**src/rtl/riscv_defs.sv**
```systemverilog
// Shared RV32I control definitions: opcodes, controller states and the
// select encodings for the datapath multiplexers and ALU decoder.
package riscv_defs;

    // Base opcodes recognised by the controllers
    localparam logic [6:0] OP_R    = 7'b0110011;
    localparam logic [6:0] OP_I    = 7'b0010011;
    localparam logic [6:0] OP_JALR = 7'b1100111;
    localparam logic [6:0] OP_LW   = 7'b0000011;
    localparam logic [6:0] OP_SW   = 7'b0100011;
    localparam logic [6:0] OP_B    = 7'b1100011;
    localparam logic [6:0] OP_LUI  = 7'b0110111;
    localparam logic [6:0] OP_JAL  = 7'b1101111;

    // Multi-cycle controller states
    typedef enum logic [3:0] {
        S_FETCH,
        S_DECODE,
        S_MEM_ADR,
        S_MEM_RD,
        S_MEM_WB,
        S_MEM_WR,
        S_EXEC_R,
        S_EXEC_I,
        S_ALU_WB,
        S_BRANCH,
        S_JALR_ADR,
        S_JUMP,
        S_LUI
    } state_t;

    // ALU operand A select
    localparam logic [1:0] SRCA_PC    = 2'b00;
    localparam logic [1:0] SRCA_OLDPC = 2'b01;
    localparam logic [1:0] SRCA_RS1   = 2'b10;

    // ALU operand B select
    localparam logic [1:0] SRCB_RS2   = 2'b00;
    localparam logic [1:0] SRCB_IMM   = 2'b01;
    localparam logic [1:0] SRCB_FOUR  = 2'b10;

    // ALU decoder request
    localparam logic [1:0] ALUOP_ADD  = 2'b00;
    localparam logic [1:0] ALUOP_SUB  = 2'b01;
    localparam logic [1:0] ALUOP_RFN  = 2'b10;
    localparam logic [1:0] ALUOP_IFN  = 2'b11;

    // Immediate format
    localparam logic [2:0] IMM_I      = 3'b000;
    localparam logic [2:0] IMM_S      = 3'b001;
    localparam logic [2:0] IMM_B      = 3'b010;
    localparam logic [2:0] IMM_J      = 3'b011;
    localparam logic [2:0] IMM_U      = 3'b100;

    // Result bus source
    localparam logic [1:0] RES_ALUOUT = 2'b00;
    localparam logic [1:0] RES_MDR    = 2'b01;
    localparam logic [1:0] RES_ALU    = 2'b10;
    localparam logic [1:0] RES_IMM    = 2'b11;

endpackage

```
**src/rtl/multicycle_controller_if.sv**
```systemverilog
// Unified instruction/data memory handshake between controller and memory.
interface multicycle_controller_if;

    logic mem_req;    // access request, held until mem_ready
    logic mem_write;  // write access (meaningful only with mem_req)
    logic adr_src;    // 0 = PC, 1 = alu_out register
    logic mem_ready;  // memory completes the access this cycle

    modport master (
        output mem_req,
        output mem_write,
        output adr_src,
        input  mem_ready
    );

    modport slave (
        input  mem_req,
        input  mem_write,
        input  adr_src,
        output mem_ready
    );

endinterface

```
**src/rtl/branch_taken.sv**
```systemverilog
// Branch condition resolver: turns funct3 and ALU flags from rs1-rs2 into a
// taken decision. Unsupported funct3 values simply resolve as not taken.
module branch_taken (
    input  logic [2:0] funct3,
    input  logic       zero,
    input  logic       neg,
    output logic       taken
);

    // Select the flag condition named by funct3
    always_comb begin
        taken = 1'b0;
        case (funct3)
            3'b000:  taken = zero;   // beq
            3'b001:  taken = !zero;  // bne
            3'b100:  taken = neg;    // blt
            3'b101:  taken = !neg;   // bge
            default: taken = 1'b0;
        endcase
    end

endmodule

```
**src/rtl/multicycle_controller.sv**
```systemverilog
// Moore sequencer for the shared-ALU, shared-memory multi-cycle RV32I
// datapath. Outputs are decoded from the registered state; the memory
// handshake and branch flags only gate enables in the states that use them.
module multicycle_controller
    import riscv_defs::*;
(
    input  logic                           clk,
    input  logic                           rst,
    multicycle_controller_if.master        mem,
    input  logic [6:0]                     opc,
    input  logic [2:0]                     funct3,
    input  logic                           zero,
    input  logic                           neg,
    output logic                           ir_write,
    output logic                           pc_write,
    output logic                           reg_write,
    output logic [1:0]                     alu_src_a,
    output logic [1:0]                     alu_src_b,
    output logic [1:0]                     alu_op,
    output logic [2:0]                     imm_src,
    output logic [1:0]                     result_src,
    output logic                           illegal
);

    state_t state_q;
    state_t state_d;
    logic   taken;
    logic   opc_known;

    branch_taken u_branch_taken (
        .funct3 (funct3),
        .zero   (zero),
        .neg    (neg),
        .taken  (taken)
    );

    assign opc_known = opc inside {OP_R, OP_I, OP_JALR, OP_LW, OP_SW,
                                   OP_B, OP_LUI, OP_JAL};

    // State register; reset lands in FETCH immediately, aborting any access
    always_ff @(posedge clk or posedge rst) begin
        if (rst) begin
            state_q <= S_FETCH;
        end else begin
            state_q <= state_d;
        end
    end

    // Next-state selection; memory states hold until mem_ready
    always_comb begin
        state_d = state_q;
        case (state_q)
            S_FETCH:    if (mem.mem_ready) state_d = S_DECODE;
            S_DECODE: begin
                case (opc)
                    OP_R:         state_d = S_EXEC_R;
                    OP_I:         state_d = S_EXEC_I;
                    OP_LW, OP_SW: state_d = S_MEM_ADR;
                    OP_B:         state_d = S_BRANCH;
                    OP_JAL:       state_d = S_JUMP;
                    OP_JALR:      state_d = S_JALR_ADR;
                    OP_LUI:       state_d = S_LUI;
                    default:      state_d = S_FETCH;
                endcase
            end
            S_EXEC_R:   state_d = S_ALU_WB;
            S_EXEC_I:   state_d = S_ALU_WB;
            S_ALU_WB:   state_d = S_FETCH;
            S_MEM_ADR:  state_d = (opc == OP_LW) ? S_MEM_RD : S_MEM_WR;
            S_MEM_RD:   if (mem.mem_ready) state_d = S_MEM_WB;
            S_MEM_WB:   state_d = S_FETCH;
            S_MEM_WR:   if (mem.mem_ready) state_d = S_FETCH;
            S_BRANCH:   state_d = S_FETCH;
            S_JALR_ADR: state_d = S_JUMP;
            S_JUMP:     state_d = S_ALU_WB;
            S_LUI:      state_d = S_FETCH;
            default:    state_d = S_FETCH;
        endcase
    end

    // Control decode per state; everything is forced low while rst is high
    always_comb begin
        mem.mem_req   = 1'b0;
        mem.mem_write = 1'b0;
        mem.adr_src   = 1'b0;
        ir_write      = 1'b0;
        pc_write      = 1'b0;
        reg_write     = 1'b0;
        alu_src_a     = SRCA_PC;
        alu_src_b     = SRCB_RS2;
        alu_op        = ALUOP_ADD;
        imm_src       = IMM_I;
        result_src    = RES_ALUOUT;
        illegal       = 1'b0;
        if (!rst) begin
            case (state_q)
                S_FETCH: begin
                    // PC+4 goes straight from the ALU to PC as the fetch lands
                    mem.mem_req = 1'b1;
                    ir_write    = mem.mem_ready;
                    pc_write    = mem.mem_ready;
                    alu_src_a   = SRCA_PC;
                    alu_src_b   = SRCB_FOUR;
                    result_src  = RES_ALU;
                end
                S_DECODE: begin
                    // Speculative branch/jump target into alu_out
                    alu_src_a = SRCA_OLDPC;
                    alu_src_b = SRCB_IMM;
                    imm_src   = (opc == OP_JAL) ? IMM_J : IMM_B;
                    illegal   = !opc_known;
                end
                S_EXEC_R: begin
                    alu_src_a = SRCA_RS1;
                    alu_src_b = SRCB_RS2;
                    alu_op    = ALUOP_RFN;
                end
                S_EXEC_I: begin
                    alu_src_a = SRCA_RS1;
                    alu_src_b = SRCB_IMM;
                    alu_op    = ALUOP_IFN;
                end
                S_ALU_WB: begin
                    reg_write  = 1'b1;
                    result_src = RES_ALUOUT;
                end
                S_MEM_ADR: begin
                    alu_src_a = SRCA_RS1;
                    alu_src_b = SRCB_IMM;
                    imm_src   = (opc == OP_LW) ? IMM_I : IMM_S;
                end
                S_MEM_RD: begin
                    mem.mem_req = 1'b1;
                    mem.adr_src = 1'b1;
                end
                S_MEM_WB: begin
                    reg_write  = 1'b1;
                    result_src = RES_MDR;
                end
                S_MEM_WR: begin
                    mem.mem_req   = 1'b1;
                    mem.mem_write = 1'b1;
                    mem.adr_src   = 1'b1;
                end
                S_BRANCH: begin
                    // Compare rs1-rs2; target computed in DECODE sits in alu_out
                    alu_src_a  = SRCA_RS1;
                    alu_src_b  = SRCB_RS2;
                    alu_op     = ALUOP_SUB;
                    result_src = RES_ALUOUT;
                    pc_write   = taken;
                end
                S_JALR_ADR: begin
                    alu_src_a = SRCA_RS1;
                    alu_src_b = SRCB_IMM;
                    imm_src   = IMM_I;
                end
                S_JUMP: begin
                    // Target leaves alu_out for PC while old_pc+4 replaces it
                    pc_write   = 1'b1;
                    result_src = RES_ALUOUT;
                    alu_src_a  = SRCA_OLDPC;
                    alu_src_b  = SRCB_FOUR;
                end
                S_LUI: begin
                    imm_src    = IMM_U;
                    result_src = RES_IMM;
                    reg_write  = 1'b1;
                end
                default: ;
            endcase
        end
    end

endmodule

```
**src/flat_wrapper.sv**
```systemverilog
// flat-port wrapper written by rule: the top's interface ports become plain ports
module multicycle_controller_flat import riscv_defs::*;
  (clk, rst, opc, funct3, zero, neg, ir_write, pc_write, reg_write, alu_src_a, alu_src_b, alu_op, imm_src, result_src, illegal, mem_mem_req, mem_mem_write, mem_adr_src, mem_mem_ready);
  multicycle_controller_if mem_i ();
  input  logic clk;
  input  logic rst;
  input  logic [6:0] opc;
  input  logic [2:0] funct3;
  input  logic zero;
  input  logic neg;
  output logic ir_write;
  output logic pc_write;
  output logic reg_write;
  output logic [1:0] alu_src_a;
  output logic [1:0] alu_src_b;
  output logic [1:0] alu_op;
  output logic [2:0] imm_src;
  output logic [1:0] result_src;
  output logic illegal;
  output wire logic [$bits(mem_i.mem_req)-1:0] mem_mem_req;
  output wire logic [$bits(mem_i.mem_write)-1:0] mem_mem_write;
  output wire logic [$bits(mem_i.adr_src)-1:0] mem_adr_src;
  input wire logic [$bits(mem_i.mem_ready)-1:0] mem_mem_ready;
  assign mem_mem_req = mem_i.mem_req;
  assign mem_mem_write = mem_i.mem_write;
  assign mem_adr_src = mem_i.adr_src;
  assign mem_i.mem_ready = mem_mem_ready;
  multicycle_controller u_core (.clk(clk), .rst(rst), .mem(mem_i), .opc(opc), .funct3(funct3), .zero(zero), .neg(neg), .ir_write(ir_write), .pc_write(pc_write), .reg_write(reg_write), .alu_src_a(alu_src_a), .alu_src_b(alu_src_b), .alu_op(alu_op), .imm_src(imm_src), .result_src(result_src), .illegal(illegal));
endmodule
```
**config.mk**
```make
export PLATFORM = sky130hd
export DESIGN_NAME = multicycle_controller_flat
export DESIGN_NICKNAME = d
export VERILOG_FILES = /design/src/rtl/riscv_defs.sv /design/src/rtl/multicycle_controller_if.sv /design/src/rtl/branch_taken.sv /design/src/rtl/multicycle_controller.sv /design/src/flat_wrapper.sv
export SDC_FILE = /design/constraint.sdc
export NUM_CORES = 1
export LEC_CHECK = 0
export ABC_CLOCK_PERIOD_IN_PS = 2330
export BUFFER_PORTS_ARGS = -buffer_cell sky130_fd_sc_hd__buf_2
export CORE_MARGIN = 2
export CORE_UTILIZATION = 40
export CTS_CLUSTER_SIZE = 25
export DETAILED_ROUTE_END_ITERATION = 10
export PLACE_DENSITY = 0.71
export SLEW_MARGIN = 20
export SYNTH_ARGS = -nofsm -noshare
export SYNTH_HDL_FRONTEND = slang
export SYNTH_SLANG_ARGS = --single-unit
```
**constraint.sdc**
```tcl
create_clock -name clk -period 2.33 [get_ports clk]
set_clock_uncertainty 0.15 [all_clocks]
set_input_delay 0.233 -clock clk [delete_from_list [all_inputs] [get_ports clk]]
set_output_delay 0.233 -clock clk [all_outputs]
set_load 0.005 [all_outputs]
```
Yosys cells after proc, flatten, opt, wreduce, memory -nomap -nowiden
Index checks and enable logic that the tools add are counted.

word-level totals
  input port bits = 15
  logic and storage cells = 76
  bits in registers = 4

operators by class
  equality and inequality tests = 26
  mux-type cells = 33
  reductions and logical operators = 16

operator list
  operator                                                         number
  4-bit one-hot mux with 7 select lines                            2
  7-bit by 6-bit == test with 1-bit output, second input constant  3
  7-bit == test, second input constant                             3
  4-bit == test, second input constant                             5
  4-bit by 3-bit == test with 1-bit output, second input constant  4
  1-bit two-way mux                                                15
  4-bit two-way mux                                                3
  2-bit one-hot mux with 3 select lines                            2
  3-bit one-hot mux with 3 select lines                            1
  3-bit OR reduction                                               3
  4-bit by 2-bit == test with 1-bit output, second input constant  2
  2-bit two-way mux                                                4
  2-bit one-hot mux with 2 select lines                            2
  8-bit nonzero test                                               1
  2-bit OR reduction                                               4
  7-bit by 2-bit == test with 1-bit output, second input constant  1
  7-bit by 5-bit == test with 1-bit output, second input constant  1
  3-bit == test, second input constant                             2
  3-bit two-way mux                                                2
  2-bit != test, second input constant                             3
  5-bit OR reduction                                               1
  4-bit by 1-bit == test with 1-bit output, second input constant  1
  4-bit zero test                                                  1
  1-bit one-hot mux with 4 select lines                            1
  6 further kinds                                                  8

Logic depth before layout (Yosys ltp)
  depth in word-level cells = 5
  depth in mapped cells = 5
  depth with buffers taken out = 4

Cells and area by module
A second synthesis with hierarchy kept.

unflattened totals
  cells, all modules = 109
  area, all modules = 718.2 µm²

by module, submodules not included
  module                 sequential area each (µm²)  times used  cells an instance  area an instance (µm²)
  multicycle_controller  100.1                       1           105                686.9
  branch_taken           0.0                         1           4                  31.3

Least setup slack after synthesis
OpenSTA, ideal clock, no wires.

  path type = register -> output
  from = register u_core.state_q[2]
  to = output port imm_src[0]
  cell stages (with the launch flop) = 5
  arrival time = 1.340 ns
  setup slack = 0.607 ns
  required time = 1.947 ns
  path buffers = 0
  path through = dfrtp_1 > or4b_4 > nor2_4 > nand3_1 > a21oi_1

between the ends
  cells in the longest elaborated chain, start to end = 3

ends and longest elaborated chain
  item                                         line                         text
  start, declared                              multicycle_controller.sv:25  state_t state_q;
  start signal, assigned                       multicycle_controller.sv:45  state_q <= state_d;
  4-bit == test, or another cell as far along  multicycle_controller.sv:96  case (state_q)
  3-bit one-hot mux with 3 select lines *      multicycle_controller.sv:96
  3-bit two-way mux *                          multicycle_controller.sv:95  if (!rst) begin
  end, declared                                flat_wrapper.sv:17           output logic [2:0] imm_src;

Every way passes the cells marked *; elsewhere a longest branch is shown, timed or not.

Worst setup path in the final report
  from = register u_core.state_q[1]
  to = output port imm_src[0]

The elaborated chain is that of the path after synthesis.

==> results.sh <==
export IMPL_ir_worst_vdd_v=0.000412
export IMPL_worstPathRequired_ps=1950
export IMPL_drt_pass1_iter_count=4
export IMPL_start_kind="flop"
export IMPL_place_gp_congestion=0.746
export IMPL_cts_tree="built"
export IMPL_synthToLayoutAreaGrowth_pct=30.7
export IMPL_die_area_um2=2070
export IMPL_power_mw=0.297
export IMPL_syn_num_nets=112
export IMPL_tightestPinTransition_ps=366
export IMPL_drtIter0Drc=12
export IMPL_antenna_found_initial=0
export IMPL_die_x_um=45.5
export IMPL_crit_fanout=5
export IMPL_worst_setup_path_type="flop to output port"
export IMPL_combPwrFrac_pct=46.2
export IMPL_ys_warn_count=0
export IMPL_fin_area_um2=900
export IMPL_place_area_um2=867
export IMPL_p_int_mw=0.193
export IMPL_crit_arrival_ps=1690
export IMPL_die_h_um=45.5
export IMPL_ant_nets=0
export IMPL_top_regs="u_core.state_q: 4 flops"
export IMPL_nets=147
export IMPL_fin_crit_ps=2080
export IMPL_yosysUniqueCellTypes=40
export IMPL_fillCellCount=154
export IMPL_root_buffer="clkbuf_4"
export IMPL_min_period_over_period_pct=89.1
export IMPL_clkPwrFrac_pct=28.5
export IMPL_maxSlewViolCount=0
export IMPL_swShare_pct=35.1
export IMPL_grt_pass1_wl_um=2750
export IMPL_io_buffers=32
export IMPL_core_um2=1560
export IMPL_diodes=0
export IMPL_multiInputGateArea_um2=553
export IMPL_power_switching_mw=0.104
export IMPL_setup_violations_final=0
export IMPL_p_seq_share_pct=25.3
export IMPL_start_util_pct=44.1
export IMPL_top_register="u_core.state_q"
export IMPL_overflow=0
export IMPL_relSlewSlack_pct=75.4
export IMPL_r2r_slack_ps=740
export IMPL_min_path_type="primary input to flop"
export IMPL_place_hpwl_um=1300
export IMPL_drive_gt1_share_pct=33.8
export IMPL_grt_start_max_net_pins=21
export IMPL_netlist_instances=97
export IMPL_syn_area_per_cell_um2=7.09
export IMPL_fmax_mhz=482
export IMPL_largest_register_ffs=4
export IMPL_cts_reportedPaths_clkPinSlew_ps=30
export IMPL_grt_pass1_vias=688
export IMPL_ioPinCount=33
export IMPL_finalHoldViolCount=0
export IMPL_cts_resized_gates=0
export IMPL_via_per_inst=5.72
export IMPL_tritoncts_num_buffers=3
export IMPL_p_leak_nw=0.418
export IMPL_synth_seq_cells=4
export IMPL_rsz0062_at_grt="no"
export IMPL_yosysSeqAreaShare_pct=14.5
export IMPL_status="finished clean"
export IMPL_vias=835
export IMPL_endpoint_kind="output port"
export IMPL_clock_latency_ps=240
export IMPL_seqCellArea_um2=100
export IMPL_syn_cell_area_um2=688
export IMPL_cts_sinks=4
export IMPL_clock_path_buffers=2
export IMPL_grt_use_total_pct=17.8
export IMPL_drt_total_wl_um=1700
export IMPL_std_cell_rows=14
export IMPL_powerDensity_nw_per_um2=331
export IMPL_finalSetupTns_ps=0
export IMPL_htreeDepth=1
export IMPL_maxCapViolations=0
export IMPL_drc=0
export IMPL_wl_per_cell_um=11.6
==> metal layers <==
layer / share of wire, % / GRT usage (%)
met4: 0.82 / 5.29
met5: 0 / 0
met2: 45 / 31.0
met1: 48 / 21.6
met3: 6.6 / 3.57
==> power groups by stage <==
stage	Combinational [mW]	Sequential, mW	Clock, mW
after floorplan	0.0888	0.0762	0
after global placement	0.134	0.0763	0
after detailed placement	0.136	0.0760	0
after CTS	0.137	0.0753	0.0890
after global routing	0.153	0.0760	0.101
final	0.137	0.0753	0.0847
==> repair_timing <==
action	CTS	global route
setup buffers	0	0
hold buffers	1	0
endpoints found under the hold margin	4	0
==> worst max-delay path, stage by stage, from the launching register on <==
cell and delay, ps:
dfrtp_1 370, or4b_4 590, nor2_4 140, nand3_1 100
a21oi_1 140, buf_2 130
==> final timing paths <==
| path | startpoint | end | depth (start not counted) |
|---|---|---|---|
| max | u_core.state_q[1]$_DFFE_PP0P_ | imm_src[0] | 5 |
| min | opc[5] | u_core.state_q[3]$_DFFE_PP0P_ | 2 |
| max reg2reg | u_core.state_q[1]$_DFFE_PP0P_ | u_core.state_q[0]$_DFFE_PP0P_ | 4 |
| min reg2reg | u_core.state_q[3]$_DFFE_PP0P_ | u_core.state_q[1]$_DFFE_PP0P_ | 4 |
| max in group asynchronous | rst | u_core.state_q[3]$_DFFE_PP0P_ | 3 |
| min in group asynchronous | rst | u_core.state_q[2]$_DFFE_PP0P_ | 3 |
==> cells in the final DEF, fill, tap and decap left out, drive strengths merged <==
cell,netlist,layout
nand3b,1,1
a21o,1,1
o21a,1,1
nor2b,6,6
o2111ai,1,1
or3,2,2
or2,1,1
nor2,7,7
clkbuf,4,3
nand3,5,5
a32o,2,2
and3,3,3
nor3,9,9
xor2,1,1
xnor2,2,2
nand2,7,7
dfrtp,4,4
o21bai,1,1
a211oi,1,1
dlygate4sd3,0,1
or3b,1,1
inv,1,1
o21ai,6,6
nand2b,6,6
a31oi,1,1
buf,3,36
a32oi,1,1
mux2i,2,2
and2,1,1
nor4bb,1,1
a21oi,5,5
a21boi,1,1
nor3b,3,3
nor4,3,3
or4b,2,2
a2111oi,1,1
==> through the flow <==
stage               cells  setup WS [ps]  util (%)  hold slack (ps)
finish                146            254      57.7              201
global route          146            186      57.7              208
CTS                   146            246      57.7              195
detailed placement    142            502      55.6             99.4
global placement      142            531      55.6              101
floorplan              97            607         -             58.9
==> logic make-up after synthesis <==
group / after synthesis / synth area share [%]
xor gates and xnor gates: 3 / 3.82
buffers and inverters: 8 / 5.09
and+or+nand+nor: 58 / 49.8
muxes: 2 / 2.91
AOI/OAI and AO/OA: 22 / 23.8
DFF: 4 / 14.5
==> synth_stat cells <==
library cell / count / area, um^2
o21bai_1: 1 / 7.51
nor3_1: 9 / 45.0
nand2_1: 7 / 26.3
buf_1: 1 / 3.75
a32oi_1: 1 / 8.76
nor2_1: 6 / 22.5
mux2i_1: 2 / 20.0
clkbuf_1: 4 / 15.0
xnor2_1: 2 / 17.5
nor4bb_1: 1 / 10.0
o21ai_1: 1 / 5.00
o2111ai_1: 1 / 8.76
nor2_4: 1 / 11.3
nand3_1: 5 / 25.0
nor4_1: 3 / 18.8
a21boi_0: 1 / 7.51
a31oi_1: 1 / 6.26
or4b_4: 1 / 13.8
a211oi_1: 1 / 7.51
a32o_1: 2 / 20.0
nand2b_1: 6 / 37.5
nor2b_1: 6 / 37.5
or2_2: 1 / 6.26
o21a_1: 1 / 7.51
or4b_1: 1 / 10.0
nor3b_1: 3 / 22.5
dfrtp_1: 4 / 100
a2111oi_4: 1 / 27.5
a21oi_1: 5 / 25.0
buf_4: 1 / 7.51
or3_1: 2 / 12.5
o21ai_0: 5 / 25.0
a21o_1: 1 / 7.51
or3b_4: 1 / 11.3
and3_1: 3 / 18.8
inv_1: 1 / 3.75
and2_1: 1 / 6.26
nand3b_1: 1 / 7.51
buf_2: 1 / 5.00
xor2_1: 1 / 8.76
==> area by class of cell <==
class	count	area share [%]
clock buffer	3	2.50
inverter	1	0.417
multi-input combinational	85	61.5
sequential	4	11.1
tap	16	2.23
timing repair buffer	37	22.3
No activity file was read; power rests on OpenSTA's default activity.
